$ cat src/rtl/polar_poly_area.sv
// polar_poly_area: polygon area from N_RAYS equally spaced radii, sum of r[i]*r[i+1] scaled by 0.5*sin(2*pi/N_RAYS).
// Optional POLY_AREA_ROUND_EN: round-half-up with saturation in the scale step instead of truncation.
module polar_poly_area #(
    parameter int W      = 16,
    parameter int N_RAYS = 3,
    parameter int SIN_K  = 56756,
    parameter int AW     = 2*W + $clog2(N_RAYS)
) (
    input  logic          clk,
    input  logic          rst,
    input  logic          abort,
    input  logic          in_valid,
    output logic          in_ready,
    input  logic [W-1:0]  radius,
    output logic          out_valid,
    input  logic          out_ready,
    output logic [AW-1:0] area,
    output logic          busy
);
    localparam int IW = $clog2(N_RAYS);
    localparam logic [16:0]   K17      = 17'(SIN_K);
    localparam logic [IW-1:0] LAST_IDX = IW'(N_RAYS - 1);

    typedef enum logic [2:0] {
        S_IDLE    = 3'd0,
        S_COLLECT = 3'd1,
        S_WRAP    = 3'd2,
        S_SCALE   = 3'd3,
        S_OUT     = 3'd4
    } state_t;

    state_t          r_state;
    state_t          w_next;
    logic [W-1:0]    r_first;
    logic [W-1:0]    r_prev;
    logic [IW-1:0]   r_idx;
    logic [AW-1:0]   r_acc;
    logic [AW-1:0]   r_area;
    logic            r_out_valid;
    logic            w_in_xfer;
    logic            w_out_xfer;
    logic            w_last;
    logic [W-1:0]    w_mul_b;
    logic [2*W-1:0]  w_prod;
    logic [AW-1:0]   w_term;
    logic [AW+16:0]  w_scaled;
    logic [AW-1:0]   w_area;
    logic            w_unused;

    // Handshake: a beat moves on a rising edge where valid && ready; ready is a pure state decode.
    assign in_ready   = rst && (r_state == S_IDLE || r_state == S_COLLECT);
    assign w_in_xfer  = in_valid && in_ready;
    assign w_out_xfer = r_out_valid && out_ready;
    assign w_last     = (r_idx == LAST_IDX);

    // One shared multiplier: prev*radius while collecting, prev*first to close the polygon.
    assign w_mul_b  = (r_state == S_WRAP) ? r_first : radius;
    assign w_prod   = {{W{1'b0}}, r_prev} * {{W{1'b0}}, w_mul_b};
    assign w_term   = {{(AW-2*W){1'b0}}, w_prod};
    assign w_scaled = {17'd0, r_acc} * {{AW{1'b0}}, K17};

`ifdef POLY_AREA_ROUND_EN
    logic [AW+17:0] w_round;
    assign w_round  = {1'b0, w_scaled} + {{(AW+1){1'b0}}, 1'b1, 16'd0};
    assign w_area   = w_round[AW+17] ? {AW{1'b1}} : w_round[AW+16:17];
    assign w_unused = ^w_round[16:0];
`else
    assign w_area   = w_scaled[AW+16:17];
    assign w_unused = ^w_scaled[16:0];
`endif

    always_ff @(posedge clk or negedge rst) begin
        if (!rst) r_state <= S_IDLE;
        else      r_state <= w_next;
    end

    always_comb begin
        w_next = r_state;
        case (r_state)
            S_IDLE:    if (w_in_xfer) w_next = S_COLLECT;
            S_COLLECT: if (w_in_xfer && w_last) w_next = S_WRAP;
            S_WRAP:    w_next = S_SCALE;
            S_SCALE:   w_next = S_OUT;
            S_OUT:     if (w_out_xfer) w_next = S_IDLE;
            default:   w_next = S_IDLE;
        endcase
        if (abort) w_next = S_IDLE;
    end

    always_ff @(posedge clk or negedge rst) begin
        if (!rst) begin
            r_first     <= '0;
            r_prev      <= '0;
            r_idx       <= '0;
            r_acc       <= '0;
            r_area      <= '0;
            r_out_valid <= 1'b0;
        end else if (abort) begin
            r_idx       <= '0;
            r_acc       <= '0;
            r_out_valid <= 1'b0;
        end else begin
            case (r_state)
                S_IDLE: if (w_in_xfer) begin
                    r_first <= radius;
                    r_prev  <= radius;
                    r_idx   <= IW'(1);
                    r_acc   <= '0;
                end
                S_COLLECT: if (w_in_xfer) begin
                    r_acc  <= r_acc + w_term;
                    r_prev <= radius;
                    r_idx  <= w_last ? '0 : r_idx + IW'(1);
                end
                S_WRAP:  r_acc <= r_acc + w_term;
                S_SCALE: begin
                    r_area      <= w_area;
                    r_out_valid <= 1'b1;
                end
                S_OUT:   if (w_out_xfer) r_out_valid <= 1'b0;
                default: ;
            endcase
        end
    end

    assign out_valid = r_out_valid;
    assign area      = r_area;
    assign busy      = (r_state != S_IDLE);

endmodule

$ cat config.mk
export PLATFORM = sky130hd
export DESIGN_NAME = polar_poly_area
export DESIGN_NICKNAME = d
export VERILOG_FILES = /design/src/rtl/polar_poly_area.sv
export SDC_FILE = /design/constraint.sdc
export NUM_CORES = 2
export LEC_CHECK = 0
export BUFFER_PORTS_ARGS = -buffer_cell sky130_fd_sc_hd__clkbuf_2
export CAP_MARGIN = 30
export CORE_AREA = 2 2 218 220
export DETAILED_ROUTE_END_ITERATION = 7
export DIE_AREA = 0 0 220 222
export PLACE_DENSITY = 0.7
export SLEW_MARGIN = 15
export SYNTH_ARGS = -nofsm -noshare
export SYNTH_HDL_FRONTEND = slang
export SYNTH_SLANG_ARGS = --single-unit
$ cat constraint.sdc
create_clock -name clk -period 21.3 [get_ports clk]
set_input_delay 1.065 -clock clk [delete_from_list [all_inputs] [get_ports clk]]
set_output_delay 1.065 -clock clk [all_outputs]
set_load 0.01 [all_outputs]
==> results.yml <==
clock_network:
  post_cts_buffers: 0
  cts_tree: "built"
  cts.sink_count: 105
  postCtsHoldBufs: 0
  worstSkewPairLatency_ns: 0.39
  cts_resized: 0
  cts-root-buf: "clkbuf_16"
  cts_buffers: 9
  cts_buffer_depth: 2
  cts.clk_slew.worst_paths_ns: 0.07
  htreeDepth: 3
synth:
  synth_top_family_by_area: "adder cells"
  synthXorXnorAreaFrac: 0.0227
  synthCells: 2374
  syn_area_mm2: 0.0231
  synth_area_leaders: "fa_1 41%, ha_1 14%, dfrtp_1 11%"
  ys.flop_type: "dfrtp_1"
  synth_top_cell_by_area: "fa_1"
  synth-simple-area-share: 0.101
  synth_edf_count: 0
  syn-num-nets: 3130
  ys_ff_latch: 105
  synth_compound_area_frac: 0.0773
  yosysTopAreaCellShare: 0.407
  yosys.area_share.adder: 0.551
  yosysWarnings: 0
  synth_area_per_cell_um2: 9.73
  ys_seq_area_frac: 0.114
  synth_mux_area_frac: 0.0237
  yosysUniqueCellTypes: 78
  synthArstFlopShare: 1.00
worst_setup_path:
  cp.arrival_ns: 7.72
  start_kind: "flip-flop"
  r2r_setup_slack_ns: 13.84
  cp_max_fo: 16
  critPathCaptureType: "flip-flop"
  worstPathRequired_ns: 21.56
  crit_type: "flip-flop to flip-flop"
hold_path:
  min_path_type: "flip-flop to flip-flop"
timing:
  tns_ns: 0
  fin_crit_ns: 7.46
  setup_violations: 0
  min_period_over_period: 0.350
  clock-skew-final_ns: 0.0101
  fmax_ghz: 0.134
  tightest_slew_ns: 0.884
  slew_headroom: 0.408
  rsz0062_at_grt: "false"
  hold_viol_final: 0
  drv_slew: 0
floorplanning:
  row_count: 79
  die_w_um: 220
  start_util: 0.499
  pin_count: 58
  die_y_um: 222
  dieArea_mm2: 0.0488
  fp.coreArea_mm2: 0.0463
layout:
  final_cell_mix: "596 x inv_1, 470 x fa_1, 265 x ha_1"
  regArea_mm2: 0.00263
  area_growth_pct: 4.92
  multi_input_area_mm2: 0.0179
  nets: 3142
  layout-drive-gt1-share: 0.0657
  final_common_cell: "inv_1"
  fill_cells: 4210
detailed_routing:
  vias: 15800
  drtIter0Drc: 791
  wire_per_inst_um: 16.7
  wl_um: 50100
  ant_nets: 0
  drt_first_pass_iters: 5
  viasPerCell: 5.28
  drc_errors: 0
grt:
  antenna_found_initial: 0
  grt_max_degree: 67
  track_usage: 0.222
  grt_pass1_vias: 17100
  overflow: 0
  grt_pass1_wl_um: 85800
placement:
  gp_congestion: 0.907
  hpwlAfterDp_um: 43100
  port_buffers: 56
flow_run:
  maxCapViolations: 0
outcome:
  status: "complete, no violations"
## logic make-up (layout without fill, tap and decap cells)
family,count (synthesis),in the layout
other,1,2
and+or+nand+nor,485,485
DFF,105,105
buffers and inverters,662,679
AOI/OAI and AO/OA,277,277
xor gates and xnor gates,60,60
muxes,49,49
adders and majority gates,735,735
## per-stage QoR
| stage | setup WS [ns] | instances | area, um2 | hold WS [ns] | utilization |
|---|---|---|---|---|---|
| 3_5_place_dp | 13.50 | 2981 | 23900 | 0.469 | 0.517 |
| 4_1_cts | 13.46 | 2997 | 24200 | 0.487 | 0.524 |
| 3_3_place_gp | 13.68 | 2981 | 23900 | 0.464 | 0.517 |
| 5_1_grt | 13.46 | 2998 | 24200 | 0.523 | 0.524 |
| 6_report | 13.84 | 2999 | 24200 | 0.480 | 0.524 |
| 2_1_floorplan | 14.20 | 2374 | 23100 | 0.475 | - |
## metal layers
layer / share of wire / GRT usage / vias to the layer above
met1: 0.42 / 0.302 / 8167
met5: 0 / 0 / -
met2: 0.52 / 0.378 / 307
met3: 0.037 / 0.0257 / 69
met4: 0.022 / 0.0593 / 0
li1: - / - / 7294
## Yosys cell counts, drive strengths merged, types with 3 or more instances
master / n
a211o: 3
a211oi: 10
a21o: 28
a21oi: 77
a221oi: 3
a31o: 3
a31oi: 9
and2: 79
and3: 9
and4: 3
buf: 13
clkbuf: 51
dfrtp: 105
fa: 470
ha: 265
inv: 596
mux2: 46
mux2i: 3
nand2: 242
nand2b: 13
nand3: 22
nand4: 8
nor2: 36
nor2b: 48
nor3: 10
o211ai: 8
o21a: 6
o21ai: 90
o21bai: 6
o31ai: 12
or2: 3
or3: 5
xnor2: 28
xor2: 32
## state kept, by name, indices dropped and copies added, names as in the netlist
name,count
r_first,16
r_acc,34
out_valid,1
r_prev,16
area,33
r_state,3
r_idx,2
## layout make-up
class / instances / share of cell area
multi-input combinational: 1607 / 0.740
clock buffer: 11 / 0.0100
sequential: 105 / 0.108
timing repair buffer: 67 / 0.0152
clock inverter: 5 / 0.00258
inverter: 596 / 0.0923
antenna: 1 / 0.000103
tap: 607 / 0.0313
## worst max-delay path: stages (launching register included)
cell and delay, ns:
dfrtp_1 0.50, nand2b_1 0.24, nor2_2 0.23, buf_6 0.23, mux2_2 0.41, nand2_1 0.15
fa_1 0.58, inv_1 0.05, fa_1 0.50, inv_1 0.06, fa_1 0.54, inv_1 0.05
fa_1 0.45, fa_1 0.49, inv_1 0.05, fa_1 0.47, inv_1 0.04, ha_1 0.37
a21oi_1 0.21, o21ai_0 0.15, a221oi_1 0.35, o21ai_2 0.17, a31oi_4 0.34, o31ai_4 0.13
o211a_1 0.23, o211ai_1 0.19, o311ai_2 0.12
## final timing paths
| path | startpoint | to | depth (start not counted) |
|---|---|---|---|
| setup / recovery | r_state[0]$_DFFE_PN0P_ | r_acc[33]$_DFFE_PN0P_ | 26 |
| hold / removal | area[13]$_DFFE_PN0P_ | area[13]$_DFFE_PN0P_ | 2 |
| setup reg to reg | r_state[0]$_DFFE_PN0P_ | r_acc[33]$_DFFE_PN0P_ | 26 |
| hold reg to reg | area[13]$_DFFE_PN0P_ | area[13]$_DFFE_PN0P_ | 2 |
| max in group asynchronous | rst | r_prev[8]$_DFFE_PN0P_ | 3 |
| min in group asynchronous | rst | area[19]$_DFFE_PN0P_ | 2 |
Power is not shown: default switching activity piles up to over one toggle a cycle in this logic, so the estimate is an artifact.
